**src/rtl/cmd_frame_pkg.sv**
```systemverilog
// Shared types for the command-frame initiator: link opcodes, request kinds,
// FSM states and default link/register widths.
package cmd_frame_pkg;

  localparam int unsigned DATA_WIDTH_DEF = 8;
  localparam int unsigned ADDR_WIDTH_DEF = 4;

  // First byte of each frame on the link
  typedef enum logic [7:0] {
    OPC_WR      = 8'hAA,
    OPC_RD      = 8'hBB,
    OPC_ALU_OP  = 8'hCC,
    OPC_ALU_NOP = 8'hDD
  } cmd_opc_e;

  // Encoding of the REQ_CMD port
  typedef enum logic [1:0] {
    REQ_WRITE   = 2'd0,
    REQ_READ    = 2'd1,
    REQ_ALU_OP  = 2'd2,
    REQ_ALU_NOP = 2'd3
  } req_kind_e;

  typedef enum logic [1:0] {
    ST_IDLE     = 2'd0,
    ST_SEND     = 2'd1,
    ST_WAIT_RSP = 2'd2
  } state_e;

endpackage

```
**src/rtl/cmd_rsp_timeout_cnt.sv**
```systemverilog
// Response timeout counter. Counts cycles while run is high, restarts on clr
// or when run drops, and flags expire_c in the cycle it sits at TIMEOUT_CYCLES-1.
// Ports: clk, rst_n, run (counting enable), clr (restart), expire_c (comb flag).
module cmd_rsp_timeout_cnt #(
  parameter int unsigned TIMEOUT_CYCLES = 1024
) (
  input  logic clk,
  input  logic rst_n,
  input  logic run,
  input  logic clr,
  output logic expire_c
);

  localparam int unsigned CNT_W = (TIMEOUT_CYCLES > 2) ? $clog2(TIMEOUT_CYCLES) : 1;
  localparam logic [CNT_W-1:0] CNT_LAST = CNT_W'(TIMEOUT_CYCLES - 1);

  logic [CNT_W-1:0] cnt_q;

  assign expire_c = run && !clr && (cnt_q == CNT_LAST);

  // Counter restarts whenever we leave the wait window or a byte arrives
  always_ff @(posedge clk or negedge rst_n) begin
    if (!rst_n) begin
      cnt_q <= '0;
    end else if (!run || clr || expire_c) begin
      cnt_q <= '0;
    end else begin
      cnt_q <= cnt_q + CNT_W'(1);
    end
  end

endmodule

```
**src/rtl/cmd_frame_master.sv**
```systemverilog
// Command initiator: serialises one register/ALU request into a 2-4 byte
// frame toward the UART transmitter and assembles the 0-2 byte response.
// Ports: CLK/rst_n; REQ_* request handshake and fields; TX_P_DATA/TX_D_VLD/
// TX_BUSY transmit byte stream; RX_P_DATA/RX_D_VLD received bytes;
// RSP_DATA/RSP_VLD assembled response; RSP_TIMEOUT timeout pulse.
// Build option: CMD_FRAME_TIMEOUT_EN enables the response timeout; without it
// the block waits indefinitely and RSP_TIMEOUT stays 0.
module cmd_frame_master
  import cmd_frame_pkg::*;
#(
  parameter int unsigned DATA_WIDTH     = DATA_WIDTH_DEF,
  parameter int unsigned ADDR_WIDTH     = ADDR_WIDTH_DEF,
  parameter int unsigned TIMEOUT_CYCLES = 1024
) (
  input  logic                    CLK,
  input  logic                    rst_n,
  input  logic                    REQ_VLD,
  output logic                    REQ_RDY,
  input  logic [1:0]              REQ_CMD,
  input  logic [ADDR_WIDTH-1:0]   REQ_ADDR,
  input  logic [DATA_WIDTH-1:0]   REQ_WR_DATA,
  input  logic [DATA_WIDTH-1:0]   REQ_OP_A,
  input  logic [DATA_WIDTH-1:0]   REQ_OP_B,
  input  logic [3:0]              REQ_ALU_FUN,
  output logic [DATA_WIDTH-1:0]   TX_P_DATA,
  output logic                    TX_D_VLD,
  input  logic                    TX_BUSY,
  input  logic [DATA_WIDTH-1:0]   RX_P_DATA,
  input  logic                    RX_D_VLD,
  output logic [2*DATA_WIDTH-1:0] RSP_DATA,
  output logic                    RSP_VLD,
  output logic                    RSP_TIMEOUT
);

  localparam int unsigned RSP_WIDTH = 2 * DATA_WIDTH;

  state_e                 state_q, state_d;
  logic [DATA_WIDTH-1:0]  frame_q [3];
  logic [DATA_WIDTH-1:0]  frame_d [3];
  logic [1:0]             rem_q, rem_d;     // bytes still queued behind TX_P_DATA
  logic [1:0]             exp_q, exp_d;     // expected response byte count
  logic                   got_q, got_d;     // first response byte already taken
  logic [DATA_WIDTH-1:0]  tx_data_q, tx_data_d;
  logic                   tx_vld_q, tx_vld_d;
  logic [RSP_WIDTH-1:0]   rsp_data_q, rsp_data_d;
  logic                   rsp_vld_q, rsp_vld_d;
  logic                   rsp_to_q, rsp_to_d;
  logic                   tx_fire_c;
  logic                   wait_c;
  logic                   expire_c;

  assign tx_fire_c = tx_vld_q && !TX_BUSY;
  assign wait_c    = (state_q == ST_WAIT_RSP);

`ifdef CMD_FRAME_TIMEOUT_EN
  cmd_rsp_timeout_cnt #(
    .TIMEOUT_CYCLES(TIMEOUT_CYCLES)
  ) u_rsp_timeout_cnt (
    .clk      (CLK),
    .rst_n    (rst_n),
    .run      (wait_c),
    .clr      (RX_D_VLD),
    .expire_c (expire_c)
  );
`else
  logic [31:0] unused_timeout;
  assign unused_timeout = 32'(TIMEOUT_CYCLES);
  assign expire_c       = 1'b0;
`endif

  assign REQ_RDY     = (state_q == ST_IDLE);
  assign TX_P_DATA   = tx_data_q;
  assign TX_D_VLD    = tx_vld_q;
  assign RSP_DATA    = rsp_data_q;
  assign RSP_VLD     = rsp_vld_q;
  assign RSP_TIMEOUT = rsp_to_q;

  // State and datapath registers
  always_ff @(posedge CLK or negedge rst_n) begin
    if (!rst_n) begin
      state_q    <= ST_IDLE;
      for (int i = 0; i < 3; i++) frame_q[i] <= '0;
      rem_q      <= '0;
      exp_q      <= '0;
      got_q      <= 1'b0;
      tx_data_q  <= '0;
      tx_vld_q   <= 1'b0;
      rsp_data_q <= '0;
      rsp_vld_q  <= 1'b0;
      rsp_to_q   <= 1'b0;
    end else begin
      state_q    <= state_d;
      frame_q    <= frame_d;
      rem_q      <= rem_d;
      exp_q      <= exp_d;
      got_q      <= got_d;
      tx_data_q  <= tx_data_d;
      tx_vld_q   <= tx_vld_d;
      rsp_data_q <= rsp_data_d;
      rsp_vld_q  <= rsp_vld_d;
      rsp_to_q   <= rsp_to_d;
    end
  end

  // Next-state and output logic
  always_comb begin
    state_d    = state_q;
    frame_d    = frame_q;
    rem_d      = rem_q;
    exp_d      = exp_q;
    got_d      = got_q;
    tx_data_d  = tx_data_q;
    tx_vld_d   = tx_vld_q;
    rsp_data_d = rsp_data_q;
    rsp_vld_d  = 1'b0;
    rsp_to_d   = 1'b0;

    unique case (state_q)
      ST_IDLE: begin
        if (REQ_VLD) begin
          state_d  = ST_SEND;
          tx_vld_d = 1'b1;
          got_d    = 1'b0;
          // Opcode goes straight to TX; the rest is queued in the frame buffer
          unique case (req_kind_e'(REQ_CMD))
            REQ_WRITE: begin
              tx_data_d  = DATA_WIDTH'(OPC_WR);
              frame_d[0] = DATA_WIDTH'(REQ_ADDR);
              frame_d[1] = REQ_WR_DATA;
              rem_d      = 2'd2;
              exp_d      = 2'd0;
            end
            REQ_READ: begin
              tx_data_d  = DATA_WIDTH'(OPC_RD);
              frame_d[0] = DATA_WIDTH'(REQ_ADDR);
              rem_d      = 2'd1;
              exp_d      = 2'd1;
            end
            REQ_ALU_OP: begin
              tx_data_d  = DATA_WIDTH'(OPC_ALU_OP);
              frame_d[0] = REQ_OP_A;
              frame_d[1] = REQ_OP_B;
              frame_d[2] = DATA_WIDTH'(REQ_ALU_FUN);
              rem_d      = 2'd3;
              exp_d      = 2'd2;
            end
            REQ_ALU_NOP: begin
              tx_data_d  = DATA_WIDTH'(OPC_ALU_NOP);
              frame_d[0] = DATA_WIDTH'(REQ_ALU_FUN);
              rem_d      = 2'd1;
              exp_d      = 2'd2;
            end
          endcase
        end
      end

      ST_SEND: begin
        if (tx_fire_c) begin
          if (rem_q == 2'd0) begin
            tx_vld_d = 1'b0;
            if (exp_q == 2'd0) begin
              // Write has no response bytes: signal completion with zero data
              rsp_vld_d  = 1'b1;
              rsp_data_d = '0;
              state_d    = ST_IDLE;
            end else begin
              state_d = ST_WAIT_RSP;
            end
          end else begin
            tx_data_d  = frame_q[0];
            frame_d[0] = frame_q[1];
            frame_d[1] = frame_q[2];
            rem_d      = rem_q - 2'd1;
          end
        end
      end

      ST_WAIT_RSP: begin
        if (RX_D_VLD) begin
          if (!got_q) begin
            rsp_data_d = RSP_WIDTH'(RX_P_DATA);
            if (exp_q == 2'd1) begin
              rsp_vld_d = 1'b1;
              state_d   = ST_IDLE;
            end else begin
              got_d = 1'b1;
            end
          end else begin
            rsp_data_d[RSP_WIDTH-1:DATA_WIDTH] = RX_P_DATA;
            rsp_vld_d = 1'b1;
            state_d   = ST_IDLE;
          end
        end else if (expire_c) begin
          rsp_to_d = 1'b1;
          state_d  = ST_IDLE;
        end
      end

      default: state_d = ST_IDLE;
    endcase
  end

endmodule

```
**config.mk**
```make
export PLATFORM = sky130hd
export DESIGN_NAME = cmd_frame_master
export DESIGN_NICKNAME = d
export VERILOG_FILES = /design/src/rtl/cmd_frame_pkg.sv /design/src/rtl/cmd_rsp_timeout_cnt.sv /design/src/rtl/cmd_frame_master.sv
export SDC_FILE = /design/constraint.sdc
export NUM_CORES = 1
export LEC_CHECK = 0
export ABC_AREA = 1
export CAP_MARGIN = 20
export CORE_ASPECT_RATIO = 1.75
export CORE_MARGIN = 4
export CORE_UTILIZATION = 24
export CTS_CLUSTER_SIZE = 20
export DETAILED_ROUTE_END_ITERATION = 10
export MAX_ROUTING_LAYER = met4
export PLACE_DENSITY = 0.56
export REMOVE_ABC_BUFFERS = 1
export SKIP_CTS_REPAIR_TIMING = 1
export SLEW_MARGIN = 20
export SYNTH_ARGS = -nofsm -noshare
export SYNTH_HDL_FRONTEND = slang
export SYNTH_SLANG_ARGS = --single-unit
export TNS_END_PERCENT = 1
```
**constraint.sdc**
```tcl
create_clock -name CLK -period 1.9 [get_ports CLK]
set_input_delay 0.38 -clock CLK [delete_from_list [all_inputs] [get_ports CLK]]
set_output_delay 0.38 -clock CLK [all_outputs]
set_load 0.01 [all_outputs]
```
==> impl.org <==
** Run status
- Result of the run :: complete, no violations

** Critical path
- Register-to-register path setup slack :: 0.22 ns
- Worst-path cell with the longest stage delay :: dfrtp_1
- The largest single stage delay on the critical path is between 0.4 and 0.5 ns.
- In this run the worst path has a maximum fanout of 11.
- Walking the worst path, the cells encountered are inv_2 -> ha_2 -> inv_2 -> nand2_2 -> nand2_2 -> nor2_4 -> buf_4 -> nand2_1 -> nand2_1.
- The critical path is of the register to register type.
- STA puts the critical path data required time at roughly 2.1 ns.
- STA puts the critical path data arrival time at 1.92 ns.
- Startpoint types :: register
- Type of destination of the critical path :: register

** Floorplanning
- Starting density of the core :: 0.2481
- Die width :: 90.94 µm
- The floorplan step set the die height to 153.1 µm.
- After floorplanning, the core was divided into 52 placement rows.
- CORE AREA :: 11,650 µm²
- The floorplan step defined a die boundary enclosing 13,930 µm².
- Ports placed on the boundary :: between 70 and 80

** Power
- Cell leakage power :: 2.175 nW
- PwrDens :: about 1400 nW/µm²
- Total power :: 5.743 mW
- Peak supply drop :: 0.5048 mV

** Cells and area
- Final non-filler cell area :: 4030 µm²
- Antenna diode count :: 0
- Of the cells placed in the final design, the portion with a size suffix greater than 1 is 0.09350.
- The layout has approximately 1,300 filler cells.
- Area added between synthesis and finish :: 39.50%
- Final Net Count :: 544

** Detailed routing
- Number of search-and-repair iterations in the first detailed-routing pass :: 4
- In the routed design, unresolved DRC markers number 0.
- Antenna viol nets, final :: 0
- Via count :: 2,759
- Wire per inst :: 12.33 µm
- The detailed router finished its first iteration with 129 violations.
- After detailed routing, the number of vias per cell comes to ~4.4.
- Wire length reported by the detailed router :: between 7 and 8 mm

** GRT
- Overall routing resource usage :: 0.1175
- Pin count of the biggest net entering global routing :: 36
- The total overflow left after global routing is 0.
- The number of global-route vias before repair is 2,805.
- Initial antenna violation count :: 0
- The first global-routing pass estimated 12.99 mm of wire.

** Timing
- The max-slew violation count is 0.
- Once routing completed, OpenROAD measured the worst setup slack at 0.2176 ns.
- Setup repair after global routing left no endpoint under its margin.
- Worst-case clock skew :: 0.004425 ns
- Maximum clock frequency :: 594.4 MHz
- Total setup violations reported at the end of the flow :: 0
- The hold violation total from the final report was 0.
- The clock period could shrink to 1.682 ns.
- Final-layout setup total negative slack :: 0 ns
- Dividing the final minimum period by the clock period gives 0.8854.

** Placed design
- Post-DP Area :: ~3900 µm²
- Number of port buffers :: 73
- At the end of routability-driven placement, the weighted congestion stood at ~0.82.
- The HPWL after detailed placement is slightly above 6 mm.
- Worst-case setup slack after placement :: 0.1179 ns

** CTS
- Source-to-sink clock delay at the later pin of the worst-skew pair :: 0.29 ns
- TritonCTS created 5 clock buffers.
- Clock-pin slew reported for the worst setup and hold paths after clock tree synthesis :: 0.07 ns
- Root buf cell :: clkbuf_16
- Clk buf depth :: 2
- Sink Count :: 53
- The H-tree was split into 2 levels.
- CTS tree :: built

** Yosys
- Leading area contributor after synthesis :: dfrtp_1
- A synthesized cell averages 7.133 µm².
- The synthesized design contains 53 register bits.
- Number of distinct library cell variants in the gate-level netlist after synthesis :: 22
- In this run the cell area of the synthesized design comes to 2889 µm².
- Yosys warning total :: 0
- Of the post-synthesis cell area, the dominant cell type holds 0.4591.
- Part of the Yosys area used for sequential elements :: 0.4591
- Sorting the synthesized cells by area gives the leading types as dfrtp_1, nand2_1, nand3_1.
- Post-synthesis cell count :: 405

** Hold path
- The min-delay analysis places its worst path in the category input port to asynchronous set/reset pin.

** Flow run
- Across the run, the number of max-cap violations was 0.
-- report_power, final --
| part | internal, mW | total [mW] | switching (mW) | leakage, nW |
|---|---|---|---|---|
| clock | 0.485 | 0.886 | 0.401 | 0.0706 |
| sequential | 1.58 | 1.86 | 0.281 | 0.695 |
| combinational | 1.30 | 3.00 | 1.69 | 1.41 |
-- stage by stage --
step / hold WS, ns / cells / utilization
2_1_floorplan: 0.08441 / 391 / -
3_3_place_gp: 0.3554 / 619 / 0.3322
3_5_place_dp: 0.3603 / 619 / 0.3322
4_1_cts: 0.04596 / 627 / 0.3441
5_1_grt: 0.06482 / 627 / 0.3460
6_report: 0.02880 / 627 / 0.3460
-- registers in the layout (all words and copies together) (netlist names) --
| register | count |
|---|---|
| RSP_DATA | 16 |
| RSP_VLD | 1 |
| TX_D_VLD | 1 |
| TX_P_DATA | 8 |
| exp_q | 2 |
| frame_q | 20 |
| got_q | 1 |
| rem_q | 2 |
| state_q | 2 |
-- synthesized netlist by cell type, drive strengths merged --
cell type and number:
a22o 1, o21ai 7, nor2 11, ha 6
buf 14, nand2 211, inv 36, o211ai 1
a21boi 1, dfrtp 53, nand3 56, a21oi 4
a32oi 1, conb 1, nand4 2
-- layout make-up --
cell class / instances / area [µm²] / share of cell area
Inverter: 36 / 135.1 / 0.03353
Timing Repair Buffer: 93 / 903.4 / 0.2242
Tap cell: 135 / 168.9 / 0.04191
Clock buffer: 6 / 128.9 / 0.03198
Multi-Input combinational cell: 302 / 1358 / 0.3369
Clock inverter: 2 / 10.01 / 0.002484
Sequential cell: 53 / 1326 / 0.3291
-- final timing paths --
| check | from | to | cells after the start |
|---|---|---|---|
| hold / removal | rst_n | RSP_VLD | 1 |
| max in group asynchronous | rst_n | frame_q[18] | 2 |
| hold reg to reg | frame_q[22] | frame_q[22] | 2 |
| min in group CLK | frame_q[22] | frame_q[22] | 2 |
| setup / recovery | state_q[1] | frame_q[21] | 9 |
| setup reg to reg | state_q[1] | frame_q[21] | 9 |
-- metal layers --
| metal | vias to the layer above | routed length (µm) | track usage |
|---|---|---|---|
| met3 | 7 | 211 | 0.01722 |
| met2 | 44 | 4387 | 0.2231 |
| met4 | 0 | 124 | 0.04101 |
| met1 | 1286 | 3007 | 0.1205 |
| met5 | - | 0 | - |
| li1 | 1422 | - | - |
-- cells in the final DEF, fill, tap and decap left out, types with 2 or more instances in the layout --
master             n
dfrtp_1           53
buf_4             18
nand2_2            3
o21ai_0            7
nor2_1             8
buf_12             2
ha_1               4
inv_2              6
nand3_1           55
clkbuf_16          5
nand4_2            2
nor2_4             2
inv_1             30
nand2_1          207
clkinv_2           2
clkdlybuf4s50_1   71
a21oi_1            4
-- cells by family after synthesis --
| group | Yosys count | share of synthesized area |
|---|---|---|
| AOI/OAI and AO/OA | 15 | 0.03032 |
| DFF | 53 | 0.4591 |
| and+or+nand+nor | 280 | 0.4054 |
| other | 1 | 0.001298 |
| adders and majority gates | 6 | 0.02598 |
| buffers and inverters | 50 | 0.07795 |
-- worst max-delay path, delay by kind of cell (launching register included) --
family / cells / cell delay [ns]
adders and majority gates: 1 / 0.28
buffers and inverters: 3 / 0.36
DFF: 1 / 0.41
and+or+nand+nor: 5 / 0.56
Power figures use the tool's default switching activity.
